[src/rtl/host_seq_pkg.sv]
// host_seq_pkg: shared state encoding and default widths for the host step
// sequencer and its ready/valid bridge.
//   host_seq_state_e : 3-bit sequencer state
//   *_W_DEF          : default parameter widths
//   seq_busy()       : true for the states that own a bridge
package host_seq_pkg;

  localparam int unsigned INSN_W_DEF = 32;
  localparam int unsigned IO_W_DEF   = 16;
  localparam int unsigned CNT_W_DEF  = 16;
  localparam int unsigned WDOG_W_DEF = 16;

  typedef enum logic [2:0] {
    S_IDLE   = 3'd0,
    S_LOAD   = 3'd1,
    S_STEP_I = 3'd2,
    S_STEP_O = 3'd3,
    S_DONE   = 3'd4,
    S_ERROR  = 3'd5
  } host_seq_state_e;

  function automatic logic seq_busy(host_seq_state_e s);
    return (s == S_LOAD) || (s == S_STEP_I) || (s == S_STEP_O);
  endfunction

endpackage

[src/rtl/hs_bridge.sv]
// hs_bridge: gated combinational ready/valid pass-through.
// When en_i is low both handshake directions and the data are forced to 0,
// so an idle bridge never accepts or offers a word.
//   en_i                         : bridge enable
//   s_valid_i/s_ready_o/s_bits_i : upstream (source) side
//   m_valid_o/m_ready_i/m_bits_o : downstream (sink) side
//   fire_o                       : a word transfers this cycle
module hs_bridge #(
  parameter int unsigned W = 16
) (
  input  logic         en_i,
  input  logic         s_valid_i,
  output logic         s_ready_o,
  input  logic [W-1:0] s_bits_i,
  output logic         m_valid_o,
  input  logic         m_ready_i,
  output logic [W-1:0] m_bits_o,
  output logic         fire_o
);

  assign m_valid_o = en_i & s_valid_i;
  assign s_ready_o = en_i & m_ready_i;
  assign m_bits_o  = en_i ? s_bits_i : '0;
  assign fire_o    = en_i & s_valid_i & m_ready_i;

endmodule

[src/rtl/host_step_sequencer.sv]
// host_step_sequencer: forwards num_insns instruction words into the emulator,
// then runs host_steps steps of (one io_i word in, one io_o word out).
// Ports: clock/reset (sync, active-high); start/abort control; num_insns,
// host_steps, timeout_limit config; src_insn, src_io, dst_io host streams;
// dut_insns, dut_io_i, dut_io_o emulator streams; busy/done/error/steps_done.
// Optional build macro HOST_SEQ_WATCHDOG_EN adds a stall watchdog that sends
// a stuck step to ERROR; without it timeout_limit is ignored and error is 0.
//
// state    | meaning
// IDLE     | waiting for start
// LOAD     | forwarding instruction words
// STEP_I   | waiting for one io_i word to reach the emulator
// STEP_O   | waiting for one io_o word to reach the host
// DONE     | run complete, holds until start/abort/reset
// ERROR    | watchdog timeout, holds until start/abort/reset
module host_step_sequencer
  import host_seq_pkg::*;
#(
  parameter int unsigned INSN_W = INSN_W_DEF,
  parameter int unsigned IO_W   = IO_W_DEF,
  parameter int unsigned CNT_W  = CNT_W_DEF,
  parameter int unsigned WDOG_W = WDOG_W_DEF
) (
  input  logic              clock,
  input  logic              reset,
  input  logic              start,
  input  logic              abort,
  input  logic [CNT_W-1:0]  num_insns,
  input  logic [CNT_W-1:0]  host_steps,
  input  logic [WDOG_W-1:0] timeout_limit,
  input  logic              src_insn_valid,
  output logic              src_insn_ready,
  input  logic [INSN_W-1:0] src_insn_bits,
  input  logic              src_io_valid,
  output logic              src_io_ready,
  input  logic [IO_W-1:0]   src_io_bits,
  output logic              dst_io_valid,
  input  logic              dst_io_ready,
  output logic [IO_W-1:0]   dst_io_bits,
  output logic              dut_insns_valid,
  input  logic              dut_insns_ready,
  output logic [INSN_W-1:0] dut_insns_bits,
  output logic              dut_io_i_valid,
  input  logic              dut_io_i_ready,
  output logic [IO_W-1:0]   dut_io_i_bits,
  input  logic              dut_io_o_valid,
  output logic              dut_io_o_ready,
  input  logic [IO_W-1:0]   dut_io_o_bits,
  output logic              busy,
  output logic              done,
  output logic              error,
  output logic [CNT_W-1:0]  steps_done
);

  host_seq_state_e state_q, state_d;
  logic [CNT_W-1:0] insn_left_q, insn_left_d;
  logic [CNT_W-1:0] step_left_q, step_left_d;
  logic [CNT_W-1:0] steps_done_q, steps_done_d;
  logic insn_fire, io_i_fire, io_o_fire;

  hs_bridge #(.W(INSN_W)) u_insn_bridge (
    .en_i(state_q == S_LOAD),
    .s_valid_i(src_insn_valid), .s_ready_o(src_insn_ready), .s_bits_i(src_insn_bits),
    .m_valid_o(dut_insns_valid), .m_ready_i(dut_insns_ready), .m_bits_o(dut_insns_bits),
    .fire_o(insn_fire)
  );

  hs_bridge #(.W(IO_W)) u_io_i_bridge (
    .en_i(state_q == S_STEP_I),
    .s_valid_i(src_io_valid), .s_ready_o(src_io_ready), .s_bits_i(src_io_bits),
    .m_valid_o(dut_io_i_valid), .m_ready_i(dut_io_i_ready), .m_bits_o(dut_io_i_bits),
    .fire_o(io_i_fire)
  );

  hs_bridge #(.W(IO_W)) u_io_o_bridge (
    .en_i(state_q == S_STEP_O),
    .s_valid_i(dut_io_o_valid), .s_ready_o(dut_io_o_ready), .s_bits_i(dut_io_o_bits),
    .m_valid_o(dst_io_valid), .m_ready_i(dst_io_ready), .m_bits_o(dst_io_bits),
    .fire_o(io_o_fire)
  );

`ifdef HOST_SEQ_WATCHDOG_EN
  logic [WDOG_W-1:0] wdog_q, wdog_d;
  logic [WDOG_W-1:0] wdog_inc;
  host_seq_state_e   stall_state_q, stall_state_d;
`else
  logic unused_timeout_limit;
  assign unused_timeout_limit = ^timeout_limit;
`endif

  always_comb begin
    state_d      = state_q;
    insn_left_d  = insn_left_q;
    step_left_d  = step_left_q;
    steps_done_d = steps_done_q;

    // Abort wins over start and over any fire: counters stay frozen.
    if (abort) begin
      state_d = S_IDLE;
    end else begin
      unique case (state_q)
        S_IDLE, S_DONE, S_ERROR: begin
          if (start) begin
            insn_left_d  = num_insns;
            step_left_d  = host_steps;
            steps_done_d = '0;
            if (num_insns != '0)       state_d = S_LOAD;
            else if (host_steps != '0) state_d = S_STEP_I;
            else                       state_d = S_DONE;
          end
        end
        S_LOAD: begin
          if (insn_fire) begin
            if (insn_left_q != '0) insn_left_d = insn_left_q - CNT_W'(1);
            if (insn_left_q == CNT_W'(1))
              state_d = (step_left_q == '0) ? S_DONE : S_STEP_I;
          end
        end
        S_STEP_I: begin
          if (io_i_fire) state_d = S_STEP_O;
        end
        S_STEP_O: begin
          if (io_o_fire) begin
            if (step_left_q != '0) step_left_d = step_left_q - CNT_W'(1);
            if (steps_done_q != '1) steps_done_d = steps_done_q + CNT_W'(1);
            // <= 1 rather than == 1 so a zero count can never spin forever.
            state_d = (step_left_q <= CNT_W'(1)) ? S_DONE : S_STEP_I;
          end
        end
        default: state_d = S_IDLE;
      endcase
    end

`ifdef HOST_SEQ_WATCHDOG_EN
    // The counter value compared is the one this cycle would produce, so
    // ERROR is visible exactly timeout_limit cycles after the stall began.
    stall_state_d = stall_state_q;
    wdog_inc      = wdog_q + WDOG_W'(1);
    if (!abort && (state_q == S_STEP_I || state_q == S_STEP_O) &&
        !io_i_fire && !io_o_fire &&
        timeout_limit != '0 && wdog_inc == timeout_limit) begin
      state_d       = S_ERROR;
      stall_state_d = state_q;
    end
    if (state_d != state_q || insn_fire || io_i_fire || io_o_fire)
      wdog_d = '0;
    else if (state_q == S_STEP_I || state_q == S_STEP_O)
      wdog_d = wdog_inc;
    else
      wdog_d = '0;
`endif
  end

  always_ff @(posedge clock) begin
    if (reset) begin
      state_q      <= S_IDLE;
      insn_left_q  <= '0;
      step_left_q  <= '0;
      steps_done_q <= '0;
`ifdef HOST_SEQ_WATCHDOG_EN
      wdog_q        <= '0;
      stall_state_q <= S_IDLE;
`endif
    end else begin
      state_q      <= state_d;
      insn_left_q  <= insn_left_d;
      step_left_q  <= step_left_d;
      steps_done_q <= steps_done_d;
`ifdef HOST_SEQ_WATCHDOG_EN
      wdog_q        <= wdog_d;
      stall_state_q <= stall_state_d;
`endif
    end
  end

  assign busy       = seq_busy(state_q);
  assign done       = (state_q == S_DONE);
  assign steps_done = steps_done_q;
`ifdef HOST_SEQ_WATCHDOG_EN
  assign error = (state_q == S_ERROR);
`else
  assign error = 1'b0;
`endif

endmodule

[config.mk]
export PLATFORM = sky130hd
export DESIGN_NAME = host_step_sequencer
export DESIGN_NICKNAME = d
export VERILOG_FILES = /design/src/rtl/host_seq_pkg.sv /design/src/rtl/hs_bridge.sv /design/src/rtl/host_step_sequencer.sv
export SDC_FILE = /design/constraint.sdc
export NUM_CORES = 1
export LEC_CHECK = 0
export ABC_CLOCK_PERIOD_IN_PS = 2400
export BUFFER_PORTS_ARGS = -buffer_cell sky130_fd_sc_hd__clkbuf_2
export CORE_ASPECT_RATIO = 0.5
export CORE_MARGIN = 3
export CORE_UTILIZATION = 42
export CTS_BUF_LIST = sky130_fd_sc_hd__clkbuf_8
export DETAILED_ROUTE_END_ITERATION = 12
export MAX_ROUTING_LAYER = met4
export PLACE_DENSITY = 0.86
export SETUP_SLACK_MARGIN = 0.3
export SLEW_MARGIN = 0
export SYNTH_ARGS = -nofsm -noshare
export SYNTH_HDL_FRONTEND = slang
export SYNTH_SLANG_ARGS = --single-unit
[constraint.sdc]
create_clock -name clock -period 2.4 [get_ports clock]
set_input_delay 0.48 -clock clock [delete_from_list [all_inputs] [get_ports clock]]
set_output_delay 0.48 -clock clock [all_outputs]
set_load 0.005 [all_outputs]
==> results.md <==
Run status:
- The run finished with clean final reports.

Timing:
- The setup-violating endpoint count in the final report is 0.
- The final number of max-transition violations was 0.
- The fmax is around 470 MHz.
- The clock tree skew after final layout is 9.79 ps.
- The worst pin sits at a relative slew slack of 0.641.
- At the pin with the least slew margin, the transition time is 538 ps.
- The final period utilization is 0.892.
- The number of failing hold endpoints at the final stage is 0.
- The minimum period implied by the final worst setup slack is around 2100 ps.
- Setup repair after global routing could not meet its margin everywhere.
- Setup total negative slack on the finished layout was measured at 0 ps.

Power and ir drop:
- Summed over all cells, the static leakage comes to about 2.6 nW.
- The power per unit of standard cell area is 377 mW/mm^2.
- The worst voltage drop across the vdd grid is between 0.0002 and 0.00025 V.

Worst setup path:
- Along the worst path, the maximum fanout reaches 8.
- The endpoint kind of the worst setup timing path is a primary output.
- The data required time at the worst endpoint is between 1500 and 2000 ps.
- STA puts the critical path data arrival time at 1660 ps.
- The kind of launch point of the worst setup path is a flop.
- The critical path is of the reg2out type.

Clock network:
- At the later pin of the worst-skew pair, clock insertion delay measures ~320 ps.
- The number of buffers inserted for hold repair after clock tree synthesis is 0.
- The number of sinks driven by the clock tree is between 50 and 60.
- In this run the number of H-tree levels came out at 2.
- The clock-pin slew on the worst setup and hold paths is ~100 ps.
- In this run, CTS created clock tree buffers numbering 5.
- TritonCTS built the clock tree.
- The root buffer cell is clkbuf_8.
- The worst-case clock buffer depth is 2.

Yosys:
- The biggest area contributor in the post-synthesis netlist is dfxtp_1.
- The post-synthesis cell count is around 540.
- After synthesis, the most frequently instantiated cells are and2_1 (73), dfxtp_1 (51), nor2_1 (50), nand2_1 (45), a21oi_1 (44).
- In this run, synthesis inferred 0 flip-flops with an integrated enable.
- The share of the Yosys chip area taken by registers is 0.259.
- Counting every net in the synthesized netlist gives ~670.
- The main flop type after synthesis is dfxtp_1.
- The most common cell in the synthesized netlist is and2_1.
- By area the synthesized netlist is led by dfxtp_1 (26%), and2_1 (12%), a21oi_1 (5.6%).
- The mapped netlist covers around 0.004 mm^2.
- The synthesized design contains slightly above 50 register bits.
- After synthesis, the mean cell area works out to about 7.3 um^2.
- The share of synthesized area in the top cell type comes to 0.259.
- In this run, distinct cell masters in the synthesized netlist total 63.
- The async set-or-reset flop fraction in the synthesized netlist is 0.
- The number of warnings issued by yosys is 0.

GRT:
- The number of antenna violations at the first check in global routing is 0.
- The total global-route track usage is 0.256.
- The total congestion overflow after global routing is 0.
- The global-route wire length before repair is around 22 mm.
- The maximum number of pins on one net before global-route repair is 35.
- The number of global-route vias before repair was around 4,300.

Die:
- The overall die area is approximately 0.011 mm^2.
- Pin placement for this block handled between 200 and 250 I/O pins.
- The width of the die is ~140 um.
- The die is between 70 and 80 um tall.
- The initial core utilization is 0.442.
- The area inside the core boundary is slightly below 0.009 mm^2.
- The standard-cell row count is 24.

Placement:
- The count of buffers from port buffering is slightly below 200.
- After legalization and detailed placement, the total HPWL measured around 10 mm.
- Routability-driven placement finished with a final weighted congestion of around 0.94.

Drt:
- The detailed router placed between 5,000 and 6,000 vias in this run.
- The number of vias per cell after detailed routing is 5.94.
- For this block, the initial DRC count from the detailed router was slightly above 600.
- Summed over all layers, the routed wires come to around 15 mm.
- The antenna violation net count after detailed routing is 0.
- After detailed routing, the number of remaining DRC violations is 0.
- The first detailed-routing pass took 5 iterations.
- Dividing the detail-routed wire length by the instance count gives ~18 um.

Layout:
- Of the cells placed in the final design, the portion with a size suffix greater than 1 is 0.419.
- The antenna cell count is 0.
- Summing all flip-flop and latch instances after layout gives around 0.0010 mm^2.
- The layout net count is 879.
- In the final layout, the multi-input gates occupy 0.00291 mm^2.
- At the end of the flow the core is filled with cells to 0.646.
- The layout overhead on the synthesized area is 46.1%.
- The filler cell count in the final layout is about 700.

Run:
- The max-cap violation count is 0.

Min path:
- The class of the tightest hold or removal check is in2reg.
==> metrics by stage <==
step	hold WS, ps	cell area [um^2]	total power, mW	instances	setup WS (ps)
after floorplan	444	3990	1.30	543	314
final	480	5760	2.17	868	260
after detailed placement	470	5120	1.53	840	164
after global routing	481	5760	2.27	868	205
after global placement	459	5120	1.51	840	235
after CTS	469	5300	2.05	854	271
==> cell usage in the layout, fill, tap and decap left out, types with 4 or more instances in the layout <==
master	Yosys	routed
nand3_1	17	17
nand2_1	45	45
a221oi_1	5	5
buf_6	1	29
nor2_1	50	47
nor4_1	16	12
nor4_2	2	4
o31ai_1	12	11
a21oi_1	44	43
clkbuf_2	0	173
mux2i_1	4	4
ha_1	7	4
clkbuf_8	1	5
inv_1	9	7
a31oi_1	4	4
nand4_1	15	15
and2_1	73	55
a21o_1	6	5
dfxtp_2	0	6
a211oi_1	5	5
and2_4	0	18
or4_1	11	10
nand2b_1	6	6
dfxtp_1	51	42
o32ai_1	9	8
o21ai_0	24	24
nor3_1	10	9
and3_1	8	8
buf_4	3	32
or3_1	6	4
and4_1	4	4
==> logic make-up after synthesis <==
family	share of synthesized area
and+or+nand+nor	0.406
AOI/OAI and AO/OA	0.241
DFF	0.259
buffers and inverters	0.0587
adders and majority gates	0.0222
muxes	0.0102
other	0.000951
xor gates and xnor gates	0.00222
==> worst paths after layout <==
path                    from                 end  slack [ps]  depth (start not counted)
max               state_q[1]  dut_insns_bits[16]         260                          6
min            num_insns[12]     insn_left_q[12]         480                          3
max reg2reg   step_left_q[0]     step_left_q[10]         280                          7
min reg2reg  step_left_q[12]     step_left_q[12]         490                          2
==> area by class of cell <==
type / count / area share
timing repair buffer: 242 / 0.268
inverter: 9 / 0.00673
clock inverter: 3 / 0.00282
tap: 117 / 0.0254
multi-input combinational: 441 / 0.504
clock buffer: 5 / 0.0119
sequential: 51 / 0.180
==> layer usage <==
| metal | track usage | part of all wire |
|---|---|---|
| met5 | - | 0 |
| met4 | 0.0632 | 0.021 |
| met3 | 0.0276 | 0.070 |
| met2 | 0.403 | 0.48 |
| met1 | 0.356 | 0.43 |
==> flip-flops by register name, indices dropped and copies added (netlist names) <==
signal and flops:
steps_done 16, step_left_q 16, state_q 3, insn_left_q 16
==> critical path, cell delays in order, from the launching register on <==
cell      delay [ps]
dfxtp_4          380
buf_6            140
nor3b_4          270
buf_6            180
buf_6            130
and2_1           130
clkbuf_2         110
==> what timing repair did <==
item / in CTS / in global routing
buffers inserted: 5 / 7
cloned: 1 / 7
resized for setup: 15 / 87
endpoints found under the setup margin: 77 / 105
pin swaps: 5 / 29
==> power breakdown <==
group | switching (mW) | internal (mW)
Sequential | 0.0450 | 0.879
Combinational | 0.379 | 0.353
Clock | 0.314 | 0.201
(Power assumes the default switching activity.)
